<file path="src/rtl/pc_fetch_sequencer.sv">
// Program counter owner and instruction fetch sequencer.
// Latency: ack at cycle N gives instr_valid_o at N+1; accept at M gives a new imem_req_o at M+1.
// Backpressure: instr_valid_o is held with instr_o/pc_o stable until instr_ready_i; no fetch is issued meanwhile.
//
// Ports:
//   clk_i, rst_i                       clock, synchronous active-high reset
//   imem_req_o/addr_o/ack_i/data_i     req/ack fetch interface to instruction memory
//   instr_valid_o/ready_i, instr_o     valid/ready handoff of the fetched word to decode
//   pc_o, pc_plus4_o                   PC of the presented instruction and its successor
//   branch_*/jump_*/jr_*               redirect controls, sampled when decode accepts
//   err_o                              sticky misaligned jump-register error
//   retire_cnt_o                       count of accepted instructions (wraps)
module pc_fetch_sequencer #(
   parameter logic [31:0] RESET_PC = 32'h0000_0000
) (
   input  logic        clk_i,
   input  logic        rst_i,
   output logic        imem_req_o,
   output logic [31:0] imem_addr_o,
   input  logic        imem_ack_i,
   input  logic [31:0] imem_data_i,
   output logic        instr_valid_o,
   input  logic        instr_ready_i,
   output logic [31:0] instr_o,
   output logic [31:0] pc_o,
   output logic [31:0] pc_plus4_o,
   input  logic        branch_i,
   input  logic [31:0] branch_off_i,
   input  logic        jump_i,
   input  logic [25:0] jump_idx_i,
   input  logic        jr_i,
   input  logic [31:0] jr_target_i,
   output logic        err_o,
   output logic [31:0] retire_cnt_o
);

   typedef enum logic [1:0] {
      S_IDLE,
      S_REQ,
      S_VALID,
      S_ERR
   } state_t;

   state_t      state_q, state_d;
   logic [31:0] pc_q, pc_d;
   logic [31:0] instr_q, instr_d;
   logic [31:0] cnt_q, cnt_d;
   logic        err_q, err_d;
   logic [31:0] pc_plus4;

   // The branch offset is a word offset; its top two bits shift out.
   logic        unused_off_bits;
   assign unused_off_bits = ^branch_off_i[31:30];

   assign pc_plus4 = pc_q + 32'd4;

   always_ff @(posedge clk_i) begin
      if (rst_i) begin
         state_q <= S_IDLE;
         pc_q    <= RESET_PC;
         instr_q <= 32'h0;
         cnt_q   <= 32'h0;
         err_q   <= 1'b0;
      end else begin
         state_q <= state_d;
         pc_q    <= pc_d;
         instr_q <= instr_d;
         cnt_q   <= cnt_d;
         err_q   <= err_d;
      end
   end

   always_comb begin
      state_d = state_q;
      pc_d    = pc_q;
      instr_d = instr_q;
      cnt_d   = cnt_q;
      err_d   = err_q;
      case (state_q)
         S_IDLE: state_d = S_REQ;
         S_REQ: begin
            if (imem_ack_i) begin
               instr_d = imem_data_i;
               state_d = S_VALID;
            end
         end
         S_VALID: begin
            if (instr_ready_i) begin
               cnt_d   = cnt_q + 32'd1;
               state_d = S_REQ;
               if (jr_i) begin
                  // A misaligned register target still retires the JR but
                  // freezes the sequencer; pc stays on the offending JR.
                  if (jr_target_i[1:0] != 2'b00) begin
                     state_d = S_ERR;
                     err_d   = 1'b1;
                  end else begin
                     pc_d = jr_target_i;
                  end
               end else if (jump_i) begin
                  pc_d = {pc_plus4[31:28], jump_idx_i, 2'b00};
               end else if (branch_i) begin
                  pc_d = pc_plus4 + {branch_off_i[29:0], 2'b00};
               end else begin
                  pc_d = pc_plus4;
               end
            end
         end
         S_ERR: state_d = S_ERR;
         default: state_d = S_IDLE;
      endcase
   end

   assign imem_req_o    = (state_q == S_REQ);
   assign imem_addr_o   = pc_q;
   assign instr_valid_o = (state_q == S_VALID);
   assign instr_o       = instr_q;
   assign pc_o          = pc_q;
   assign pc_plus4_o    = pc_plus4;
   assign err_o         = err_q;
   assign retire_cnt_o  = cnt_q;

endmodule

</file>
<file path="config.mk">
export PLATFORM = sky130hd
export DESIGN_NAME = pc_fetch_sequencer
export DESIGN_NICKNAME = d
export VERILOG_FILES = /design/src/rtl/pc_fetch_sequencer.sv
export SDC_FILE = /design/constraint.sdc
export NUM_CORES = 1
export LEC_CHECK = 0
export CAP_MARGIN = 10
export CORE_MARGIN = 10
export CORE_UTILIZATION = 40
export CTS_BUF_LIST = sky130_fd_sc_hd__clkbuf_16
export DETAILED_ROUTE_END_ITERATION = 8
export PLACE_DENSITY = 0.76
export SYNTH_ARGS = -nofsm -noshare
export SYNTH_HDL_FRONTEND = slang
export SYNTH_SLANG_ARGS = --single-unit
</file>
<file path="constraint.sdc">
create_clock -name clk_i -period 8.58 [get_ports clk_i]
set_clock_uncertainty 0.2 [all_clocks]
set_input_delay 2.145 -clock clk_i [delete_from_list [all_inputs] [get_ports clk_i]]
set_output_delay 2.145 -clock clk_i [all_outputs]
set_load 0.01 [all_outputs]
</file>
# == Word-level counts from Yosys, hierarchy flattened ==
# Cells that the tools add are included.
# word_totals
output_inout_bits,163
rom_bits,0
ram_bits,0
latchBits,0
n_memories,0
register_bits,99
inputBits,129
# op_classes
div,0
mux,9
n_reduce_logical,7
order_cmp,0
add_sub_neg,3
n_eq_ne,6
n_bitwise,0
shifts,0
multipliers,0
# ops
op,count
32-bit two-way mux,4
"32-bit by 1-bit adder with 32-bit output, second input constant",1
"32-bit by 3-bit adder with 32-bit output, second input constant",1
32-bit adder,1
2-bit two-way mux,4
2-bit one-hot mux with 4 select lines,1
2-bit AND reduction,3
"2-bit == test, second input constant",2
"2-bit by 1-bit != test with 1-bit output, second input constant",2
4-bit AND reduction,1
3-bit AND reduction,1
"2-bit by 1-bit == test with 1-bit output, second input constant",1
2-bit zero test,1
"2-bit != test, second input constant",1
2-bit nonzero test,1

# == Logic depth before layout (Yosys ltp) ==
# depth
word_depth,5
mapped_depth,17

# == Least setup slack after synthesis ==
# No wires, ideal clock.
# synth_timing
kind,input -> register
start,input branch_off_i[7]
end,"register pc_q[25], in the netlist imem_addr_o[25]"
required_ns,8.249
path_stages,11
path_slack_ns,4.005
n_path_buf,1
t_arrival_ns,4.243
path_cell_list,ha_1 -> buf_2 -> a21oi_1 -> a21oi_1 -> a211oi_1 -> o31a_1 -> a21oi_1 -> or4_1 -> a311oi_1 -> o311a_1 -> nor3_2
# synth_between
elab_chain_len,4
# synth_rtl
item,line_no,text
start: declaration,28,"input logic [31:0] branch_off_i,"
32-bit adder,103,"pc_d = pc_plus4 + {branch_off_i[29:0], 2'b00};"
32-bit two-way mux,102,end else if (branch_i) begin
32-bit two-way mux,100,end else if (jump_i) begin
32-bit two-way mux,91,if (jr_i) begin
end signal: assignment,66,pc_q <= pc_d;
end: declaration,45,"logic [31:0] pc_q, pc_d;"
# Every way passes these cells.
# A chain may end at the register's enable or synchronous reset.

# == Worst setup path in the final report ==
# layout_timing
start,"register pc_q[4], in the netlist imem_addr_o[4]"
end,output pc_plus4_o[30]
# layout_between
elab_chain_len,1
# layout_rtl
item,line_no,text
32-bit by 3-bit adder with 32-bit output,55,assign pc_plus4 = pc_q + 32'd4;
end: declaration,26,"output logic [31:0] pc_plus4_o,"
# Every way passes these cells.

==> metrics.cfg <==
[status]
status=finished, final reports clean

[floorplan]
die_w_um=151
rows=47
dieHeight_um=151
die-area_um2=22700
initial_utilization_pct=41.0
core_area_um2=16600
io_pins=292

[sta]
finalHoldViolCount=0
setup_viol=0
rsz0062_at_grt=no
tns_ps=0
fin_crit_sh_pct=64.6
period_minus_slack_ps=5550
worst_pin_slew_ps=939
timing.final.ws_setup_ps=3030
slew_headroom_pct=37.4
fmax_mhz=180
slew_violations=0

[routing]
routed_wl_um=26200
drc_errors=0
via_per_inst=5.36
drtAntennaViolNets=0
drt_pass1_iterations=5
drt-initial-drc-count=458
vias=7274
wl_per_cell_um=19.3

[global_route]
grt_usage_pct=21.8
grt_pass1_wl_um=39300
grt_pass1_vias=7068
grt_overflow=0
grt_max_degree=83
antenna_found_initial=0

[layout]
regArea_um2=1980
final_net_count=1299
drive_above_1_share_pct=3.69
syn2layout_area_growth_pct=45.3
multi_input_area_um2=4320
antennaDiodeCount=0
fillers=1523

[clocking]
cts_root_buffer=clkbuf_16
hold_buffers=0
htreeDepth=3
cts.sinks=99
cts_resized=0
clockBufferDepth=2
cts_tree=yes
cts_setup_buffers=0
clock_latency_ps=350
clkSlewWorstSetupHoldPaths_ps=80
cts_made_buffers=9

[synth]
synth_most_common_cell=nand2_1
synth-xor-area-share_pct=9.76
synth.top_cells.by_count=nand2_1 (138), dfxtp_1 (99), nor2_1 (97)
synth-simple-area-share_pct=24.1
synth_area_leaders=dfxtp_1 (29%), nand2_1 (7.6%), ha_1 (6.8%)
synth-edff-count=0
avgSynthCellArea_um2=7.55
synthAdderAreaFrac_pct=7.08
synth_compound_area_share_pct=21.0
synthDistinctLibCells=66
synth_nets=1070
ys_seq_area_share_pct=29.1
synth_top_family_by_area=simple AND/OR/NAND/NOR gates
synth_top_area_cell=dfxtp_1
dominantRegCellSynth=dfxtp_1
synthMuxAreaShare_pct=1.34
ys_warn_count=0
synth-seq-cells=99
syn-cell-area_um2=6820
synth-async-reset-ratio_pct=0
syn_inst=903
netlist.area_leader.share_pct=29.1

[placed_design]
place.gp.congestion=0.881
dp_hpwl_um=20100
pre_cts_ws_ps=3120
io_buffers=289

[worst_setup_path]
start_kind=register
endpoint_kind=output port
cpMostUsedCell=and3_1
reg2reg_depth=15
cpMaxStageDelayCell=clkdlybuf4s50_1
crit_fanout=7
max_stage_delay_ps=600
critPathKind=reg -> out
required_ps=6240
cp_cell_sequence=and3_1 > and2_0 > nand2_1 > nor2_1 > and3_1 > xor2_1 > clkdlybuf4s50_1
cp.arrival_ps=3200

[pwr]
p_per_area_nw_per_um2=116
power_leakage_uw=0.00374
ir_drop_mv=0.0907

[hold_path]
hold_depth=2
hp-class=reg -> reg

[run]
maxCapViolCount=0

## stage by stage
step / instance area [um^2] / hold slack, ps / util, % / instances / power, uW
global placement: 9620 / 241 / 57.8 / 1341 / 730
global route: 9910 / 273 / 59.6 / 1357 / 1200
finish: 9910 / 254 / 59.6 / 1357 / 1150
CTS: 9910 / 255 / 59.6 / 1357 / 1160
detailed placement: 9620 / 246 / 57.8 / 1341 / 732
floorplan: 6820 / 281 / - / 903 / 609
## worst max-delay path: cells and delay by family (launching register included)
kind | cells | cell delay (ps)
flops | 1 | 480
buf+inv | 1 | 600
simple gates | 5 | 1530
xor+xnor | 1 | 230
## layout by cell type (no fill, tap or decap), types with 8 or more instances in the layout
master and count:
nand4_1 14, nand3_1 27, ha_1 37, inv_1 25, a21o_1 13, a21oi_1 84
xor2_1 36, mux2i_1 8, clkdlybuf4s50_1 288, o211ai_1 16, nor2_1 95, nor3_1 15
nand2_1 138, clkbuf_16 9, o21ai_0 36, o22ai_1 9, xnor2_1 40, dfxtp_1 99
buf_4 8, or3_1 9, and3_1 13, a211oi_1 17
## power by group
group,total (uW),switching [uW],internal [uW]
combinational,242,117,126
clock,424,196,228
sequential,482,10.8,471
## flip-flops by register name (all words and copies together), names as in the netlist
register,count
err_o,1
imem_addr_o,32
instr_o,32
retire_cnt_o,32
state_q,2
## cells by family (layout without fill, tap and decap cells)
logic type               count (synthesis)  in the layout
AND/OR/NAND/NOR                        351            351
buffers and inverters                  104            338
XOR/XNOR                                76             76
AO/OA/AOI/OAI                          226            226
flip-flops                              99             99
multiplexers                             9              9
adder cells (fa/ha/maj)                 38             38
## metal layers
metal,track usage (%),wire length (um),vias to the layer above
met4,6.54,576,0
met5,0,0,-
li1,-,-,3597
met3,4.59,1940,37
met2,38.1,12900,277
met1,26.2,10800,3363
## final timing paths
check,startpoint,endpoint,slack (ps)
worst max-delay path,imem_addr_o[4],pc_plus4_o[30],3030
worst min-delay path,instr_o[16],instr_o[16],250
worst max register to register,imem_addr_o[4],imem_addr_o[31],3940
worst min register to register,instr_o[16],instr_o[16],250
## area by class of cell
class	count	share of cell area [%]
clock buffers	9	2.27
flip-flops and latches	99	20.0
repair buffers	296	29.7
clock inverters	7	0.732
multi-input cells	700	43.6
inverters	26	0.984
well taps	220	2.78
Power figures use the tool's default switching activity.
